[src/rtl/division_datapath.sv]
// ---------------------------------------------------------------------------
// division_datapath
//
// Purpose:
//   Unsigned restoring shift-subtract divider datapath. There is no internal
//   sequencer. An external controller drives one-hot command strobes. One
//   division is: start, then WIDTH iterations of (shift, load...), then out.
//   When it finishes, Q holds the quotient and A holds the remainder.
//
// Ports:
//   clk              rising-edge clock
//   rst              synchronous active-high reset (overrides all commands)
//   start            capture divisor/dividend, clear A and e
//   load             conditional trial subtract of B from {e, A}
//   shift            17-bit (2*WIDTH+1) left shift of {e, A, Q}
//   out              copy A/Q into the result registers
//   divisor          divisor operand, sampled on start only
//   dividend         dividend operand, sampled on start only
//   e                carry bit above the partial remainder
//   quotient         working quotient register Q
//   remainder        working partial remainder register A
//   result_remainder remainder latched by out
//   result_quotient  quotient latched by out
// ---------------------------------------------------------------------------
module division_datapath #(
    parameter int WIDTH = 8
) (
    input  logic             clk,
    input  logic             rst,
    input  logic             start,
    input  logic             load,
    input  logic             shift,
    input  logic             out,
    input  logic [WIDTH-1:0] divisor,
    input  logic [WIDTH-1:0] dividend,
    output logic             e,
    output logic [WIDTH-1:0] quotient,
    output logic [WIDTH-1:0] remainder,
    output logic [WIDTH-1:0] result_remainder,
    output logic [WIDTH-1:0] result_quotient
);

    logic [WIDTH-1:0] b_q, b_d;
    logic [WIDTH-1:0] a_q, a_d;
    logic [WIDTH-1:0] q_q, q_d;
    logic             e_q, e_d;
    logic [WIDTH-1:0] resRem_q, resRem_d;
    logic [WIDTH-1:0] resQuo_q, resQuo_d;

    // The trial subtraction works on the (WIDTH+1)-bit partial remainder
    // {e, A}. After a shift this value is always below 2B, so at most one
    // subtraction can succeed. Repeated loads therefore have no further effect.
    logic [WIDTH:0] partialRem;
    logic [WIDTH:0] trialDiff;
    logic           trialOk;

    assign partialRem = {e_q, a_q};
    assign trialDiff  = partialRem - {1'b0, b_q};
    assign trialOk    = (partialRem >= {1'b0, b_q});

    // Next-state selection. Only the highest-priority strobe acts, in the
    // order start > out > shift > load. Reset is handled in the register
    // block. With no strobe asserted, every register holds its value.
    always_comb begin
        b_d      = b_q;
        a_d      = a_q;
        q_d      = q_q;
        e_d      = e_q;
        resRem_d = resRem_q;
        resQuo_d = resQuo_q;

        if (start) begin
            b_d = divisor;
            q_d = dividend;
            a_d = '0;
            e_d = 1'b0;
        end else if (out) begin
            resRem_d = a_q;
            resQuo_d = q_q;
        end else if (shift) begin
            {e_d, a_d, q_d} = {a_q, q_q, 1'b0};
        end else if (load) begin
            if (trialOk) begin
                {e_d, a_d} = trialDiff;
                q_d[0]     = 1'b1;
            end
        end
    end

    // State registers. A synchronous reset clears everything and abandons
    // any division that is in progress.
    always_ff @(posedge clk) begin
        if (rst) begin
            b_q      <= '0;
            a_q      <= '0;
            q_q      <= '0;
            e_q      <= 1'b0;
            resRem_q <= '0;
            resQuo_q <= '0;
        end else begin
            b_q      <= b_d;
            a_q      <= a_d;
            q_q      <= q_d;
            e_q      <= e_d;
            resRem_q <= resRem_d;
            resQuo_q <= resQuo_d;
        end
    end

    assign e                = e_q;
    assign quotient         = q_q;
    assign remainder        = a_q;
    assign result_remainder = resRem_q;
    assign result_quotient  = resQuo_q;

endmodule

[config.mk]
export PLATFORM = sky130hd
export DESIGN_NAME = division_datapath
export DESIGN_NICKNAME = d
export VERILOG_FILES = /design/src/rtl/division_datapath.sv
export SDC_FILE = /design/constraint.sdc
export NUM_CORES = 1
export LEC_CHECK = 0
export BUFFER_PORTS_ARGS = -buffer_cell sky130_fd_sc_hd__buf_2
export CORE_MARGIN = 5
export CORE_UTILIZATION = 47
export CTS_CLUSTER_SIZE = 28
export DETAILED_ROUTE_END_ITERATION = 10
export HOLD_SLACK_MARGIN = 0.03
export PLACE_DENSITY = 0.83
export SYNTH_ARGS = -nofsm -noshare
export SYNTH_HDL_FRONTEND = slang
export SYNTH_SLANG_ARGS = --single-unit
[constraint.sdc]
create_clock -name clk -period 1.99 [get_ports clk]
set_input_delay 0.0995 -clock clk [delete_from_list [all_inputs] [get_ports clk]]
set_output_delay 0.0995 -clock clk [all_outputs]
set_load 0.05 [all_outputs]
==> run_results.csv, run 1 <==
group,metric,value,unit
route,num_vias,2082,
logic_synthesis,async_flop_share,0,
route,ant_nets,0,
floorplan,core,0.00432,mm2
timing,setup_slack,-108,ps
cells_and_area,area_growth,41.0,%
hold_path,hp-start,"divisor[2]",
placement,placedCellCount,365,
timing,timing_hold_violations_final,0,
route,wl_per_cell,15.3,um
clock_network,clockBufferDepth,2,
cells_and_area,instances_no_fill,381,
route,drt_wl_total,5820,um
timing,slew_headroom,0.234,
critical_path,critPathKind,"flip-flop to flip-flop",
hold_path,min_delay_worst_endpoint,"b_q[2]",
logic_synthesis,syn-cell-area,0.00208,mm2
logic_synthesis,syn-num-nets,284,
timing,clock_skew,4.70,ps
floorplan,num_rows,24,
critical_path,critPathSlowestCell,"fa_2",
critical_path,reg2regPathDepth,9,
placement,dpl.hpwl,3890,um
logic_synthesis,seq_area_frac_synth,0.395,
floorplan,die_area,0.00585,mm2
route,firstDrtPassIters,5,
placement,portBuffers,54,
cells_and_area,layout.area.seq,855,um2
logic_synthesis,synth.area.top_cells,"dfxtp_1, mux2i_1, nand2_1",
route,routed_via_density,5.46,
logic_synthesis,synth_seq_cells,41,
outcome,violations,"setup timing",
global_route,grt_pass1_vias,1897,
clock_network,path_clk_slew,80,ps
outcome,run_status,"finished, violations left",
logic_synthesis,yosysWarnings,0,
global_route,grt_usage,0.185,
floorplan,boundaryPins,55,
critical_path,cp_data_arrival_time,2300,ps
cells_and_area,diodes,0,
logic_synthesis,synth_flop_cell,"dfxtp_1",
pwr,p_leak,1.28,nW
critical_path,cp_data_required_time,2200,ps
critical_path,cp_max_fo,2,
route,drtIter0Drc,126,
timing,slew_violations,0,
pwr,power_density,766,mW/mm2
pwr,ir_drop,0.398,mV
floorplan,die_w,76.5,um
clock_network,cts_max_level,2,
timing,post-route-period-util,1.05,
critical_path,cpPeakStageDelay,380,ps
route,drc,0,
critical_path,r2r-start,"remainder[0]",
clock_network,numCtsBuffers,5,
hold_path,min_path_cells,3,
job,drv_cap,0,
floorplan,die_h,76.5,um
clock_network,tritoncts,"yes",
clock_network,cts-root-buf,"clkbuf_8",
logic_synthesis,synth_top_area_cell,"dfxtp_1",
cells_and_area,multiInputGateArea,0.00133,mm2
cells_and_area,final_core_util,0.677,
floorplan,initial_core_util,0.480,
logic_synthesis,synth_edf_count,0,
critical_path,end_kind,"flip-flop",
global_route,grt_start_max_net_pins,22,
critical_path,start_kind,"flip-flop",
timing,finalSetupViolCount,7,
placement,place.gp.congestion,0.832,
clock_network,clock_sinks,41,
timing,worstMarginPinSlew,1150,ps
logic_synthesis,avgSynthCellArea,8.21,um2
timing,fmax,477,MHz
critical_path,rrSetupSlack,-110,ps
cells_and_area,drive_above_1_share,0.413,
hold_path,min-delay-path-class,"input port to flip-flop",
global_route,gr-total-overflow,0,
global_route,grt_first_pass_wirelength,9010,um
critical_path,cp_cell_sequence,"inv_2, ha_4, fa_2, nor2b_4, o31a_1, o21a_1, nor3_1, or3_4, a311oi_2",
cells_and_area,fillers,341,
cells_and_area,layout.nets,359,
critical_path,r2r_end,"remainder[6]",
placement,place_area,0.00263,mm2
logic_synthesis,yosysUniqueCellTypes,39,
logic_synthesis,synthCells,253,
logic_synthesis,synth.top_cell.area_share,0.395,
clock_network,clk_latency,300,ps
cells_and_area,final_area,0.00293,mm2
timing,period_minus_slack,2100,ps
timing,rsz0062_at_grt,"true",
global_route,antenna_found_initial,0,
==> through the flow <==
stage	TNS [ps]	power [mW]	hold WS (ps)	setup slack, ps
floorplan	-173	1.33	247	-125
global placement	-220	1.47	332	-134
detailed placement	-459	1.49	341	-135
CTS	-106	2.22	33.2	-71.7
global route	-1040	2.34	48.7	-148
finish	-323	2.24	35.7	-108
==> cell usage in the layout (no fill, tap or decap), types with 3 or more instances in the layout <==
cell type  instances
buf_2             54
nand2_1           43
nor2_1            28
dfxtp_1           28
buf_4             24
a21oi_1           23
mux2i_1           19
a211oi_1           8
ha_4               8
inv_1              7
dfxtp_4            7
o21a_1             6
dfxtp_2            6
clkbuf_8           6
o21ai_0            5
nor3_1             5
nor2b_1            4
buf_6              4
inv_2              3
or2_2              3
a311oi_2           3
==> kinds of logic after synthesis <==
| kind of cell | Yosys count | share of synthesized area |
|---|---|---|
| compound gates | 58 | 0.186 |
| xor+xnor | 2 | 0.00844 |
| fa+ha+maj | 9 | 0.0578 |
| buf+inv | 26 | 0.0512 |
| flops | 41 | 0.395 |
| mux | 19 | 0.0916 |
| simple gates | 98 | 0.210 |
==> metal layers <==
metal / track usage / part of all wire / vias up
met5: 0 / 0 / -
met4: 0.0804 / 0.023 / 0
met3: 0.0414 / 0.064 / 16
met2: 0.302 / 0.49 / 82
met1: 0.232 / 0.43 / 965
li1: - / - / 1019
==> sequential cells by signal, summed over array words and instances, names as in the netlist <==
| signal | flops |
|---|---|
| b_q | 8 |
| e | 1 |
| quotient | 8 |
| remainder | 8 |
| result_quotient | 8 |
| result_remainder | 8 |
==> where the power goes <==
part / switching, mW / internal [mW] / total (mW)
logic: 0.399 / 0.294 / 0.693
registers: 0.0342 / 0.856 / 0.890
clock network: 0.303 / 0.358 / 0.660
==> cell type report <==
cell class                      count  share of cell area
Timing Repair Buffer               84               0.179
Inverter                           10              0.0128
Sequential cell                    41               0.292
Clock buffer                        7              0.0368
Tap cell                           52              0.0222
Multi-Input combinational cell    186               0.454
Clock inverter                      1             0.00256
==> cells in the mapped netlist, types with 2 or more instances <==
cell and count:
nand2_1 44, dfxtp_1 41, nor2_1 30, a21oi_1 23, mux2i_1 19, clkbuf_1 12
inv_1 10, a211oi_1 8, ha_1 8, nor3_1 7, o21a_1 6, o21ai_0 6
nor2b_1 4, or2_2 3, a311oi_1 2, buf_1 2, nand3_1 2, nand4_1 2
o31a_1 2, o31ai_1 2, xor2_1 2
==> worst max-delay path: cells and delay by family (launching register included) <==
| kind | cells | cell delay (ps) |
|---|---|---|
| adder cells (fa/ha/maj) | 2 | 530 |
| flip-flops | 1 | 360 |
| AO/OA/AOI/OAI | 3 | 520 |
| AND/OR/NAND/NOR | 3 | 560 |
| buffers and inverters | 1 | 40 |
==> worst max-delay path by stage <==
stage                      start            to  slack [ps]  depth (start not counted)
CTS                 remainder[0]  remainder[6]         -70                          9
finish              remainder[0]  remainder[6]        -110                          9
global route        remainder[0]  remainder[6]        -150                          9
floorplan           remainder[0]  remainder[6]        -120                          9
global placement    remainder[1]   quotient[0]        -130                          7
detailed placement  remainder[1]   quotient[0]        -130                          7
==> repair_timing <==
item | in CTS | in global routing
hold buffers | 1 | 0
gates resized for setup | 19 | 11
endpoints found under the hold margin | 1 | 0
endpoints found under the setup margin | 10 | 10
pin swaps | 10 | 11
setup buffers | 5 | 2
gates cloned | 1 | 0
Power figures use the tool's default switching activity.
==> inputs of run 2 (changes only) <==
CORE_ASPECT_RATIO = 0.9   (was unset)
==> run 2 against run 1 <==
Compared with the run above:
- the flow still finishes with violations (setup timing)
- final area increased by 0.38%
- non-clock buffer count up 4
- routed wire length shrank 4.4%
- first-iteration DRC count fell by 51%
- clock power decreased by 13%
- largest cell class unchanged
==> run_results.csv, run 2 (synthesized netlist as in run 1, its figures left out) <==
group,metric,value,unit
outcome,run_status,"finished, violations left",
outcome,violations,"setup timing",
global_route,grt_start_max_net_pins,22,
route,drt_wl_total,5570,um
hold_path,min-delay-path-class,"input port to flip-flop",
timing,setup_slack,-5.16,ps
timing,fmax,501,MHz
cells_and_area,area_growth,41.5,%
route,wl_per_cell,14.1,um
clock_network,clockBufferDepth,2,
floorplan,die_w,80.1,um
route,drtIter0Drc,62,
cells_and_area,layout_commonest_cell,"buf_2",
placement,portBuffers,54,
cells_and_area,layout.nets,363,
placement,dpl.hpwl,4160,um
cells_and_area,drive_above_1_share,0.429,
timing,period_minus_slack,2000,ps
timing,worstMarginPinSlew,1120,ps
timing,finalSetupViolCount,3,
clock_network,cts-root-buf,"clkbuf_8",
global_route,antenna_found_initial,0,
placement,placedCellCount,379,
cells_and_area,instances_no_fill,395,
timing,timing_hold_violations_final,0,
route,ant_nets,0,
placement,place_ws,-154,ps
global_route,grt_usage,0.192,
clock_network,clock_sinks,41,
clock_network,path_clk_slew,80,ps
clock_network,cts_max_level,2,
critical_path,end_kind,"flip-flop",
route,drc,0,
floorplan,core,0.00437,mm2
floorplan,die_area,0.00585,mm2
pwr,p_leak,1.30,nW
cells_and_area,final_cell_mix,"buf_2, nand2_1, buf_4, nor2_1, dfxtp_1",
critical_path,cp_data_arrival_time,2180,ps
critical_path,cp_data_required_time,2170,ps
floorplan,initial_core_util,0.475,
global_route,gr-total-overflow,0,
pwr,ir_drop,0.454,mV
job,drv_cap,0,
timing,post-route-period-util,1.00,
timing,clock_skew,2.20,ps
floorplan,boundaryPins,55,
clock_network,numCtsBuffers,5,
pwr,power_density,732,mW/mm2
critical_path,cp_max_fo,8,
clock_network,tritoncts,"yes",
floorplan,die_h,73.1,um
timing,slew_headroom,0.255,
timing,rsz0062_at_grt,"true",
route,firstDrtPassIters,4,
cells_and_area,fillers,385,
timing,tns,-10.0,ps
clock_network,hold_buffers,0,
timing,slew_violations,0,
clock_network,clk_latency,290,ps
placement,place.gp.congestion,0.891,
critical_path,start_kind,"flip-flop",
route,num_vias,2040,
route,routed_via_density,5.16,
floorplan,num_rows,23,
cells_and_area,diodes,0,
global_route,grt_pass1_vias,1876,
cells_and_area,final_core_util,0.672,
critical_path,critPathKind,"flip-flop to flip-flop",
global_route,grt_first_pass_wirelength,8780,um
-- run 2: cell count changes in the layout (fill, tap and decap cells not counted), sizes merged --
| cell | delta |
|---|---|
| buf | +5 |
| clkbuf | -1 |
| clkinv | +2 |
| clkinvlp | -1 |
| dlygate4sd3 | -1 |
-- run 2: final timing paths --
path / depth (start not counted) / slack (ps) / from / to
worst max register to register: 10 / -5 / b_q[7] / e
worst min register to register: 2 / 450 / result_remainder[5] / result_remainder[5]
worst max-delay path: 10 / -5 / b_q[7] / e
worst min-delay path: 3 / 40 / divisor[1] / b_q[1]
-- run 2: critical path, stage by stage (launching register included) --
cell	delay, ps
dfxtp_2	350
inv_2	50
ha_4	270
nand2_4	50
nor4b_4	290
o31ai_4	130
a211oi_4	290
buf_6	170
buf_6	120
o21a_1	110
o22ai_1	50
-- run 2: timing repair --
action	4_1_cts	5_1_grt
setup buffers	3	5
gates cloned	0	0
pin swaps	12	13
resized for setup	20	13
setup endpoints to repair	10	10
-- run 2: report_power, final --
group	switching, mW	internal, mW	total [mW]	leakage (nW)
clock network	0.290	0.281	0.572	0.0512
logic	0.389	0.299	0.688	0.903
registers	0.0345	0.856	0.891	0.343
total	0.714	1.44	2.15	1.30
-- run 2: layer usage --
metal / routed length [um] / vias to the layer above / global-route usage
met2: 2530 / 55 / 0.292
met5: 0 / - / 0
li1: - / 1025 / -
met4: 157 / 0 / 0.0750
met1: 2560 / 945 / 0.267
met3: 322 / 15 / 0.0407
-- run 2: stage by stage --
stage	total power, mW	hold slack (ps)	instance area [um2]
after floorplan	1.33	247	2190
after global placement	1.50	331	2660
after detailed placement	1.50	345	2660
after CTS	2.13	40.2	2860
after global routing	2.27	59.0	2940
final	2.15	42.4	2940
-- run 2: cell type report --
type / instances / area, um2 / area share
Sequential cell: 41 / 857 / 0.292
Multi-Input combinational cell: 186 / 1330 / 0.452
Clock inverter: 2 / 13.8 / 0.00468
Inverter: 10 / 40.0 / 0.0136
Tap cell: 62 / 77.6 / 0.0264
Timing Repair Buffer: 88 / 541 / 0.184
Clock buffer: 6 / 82.6 / 0.0281
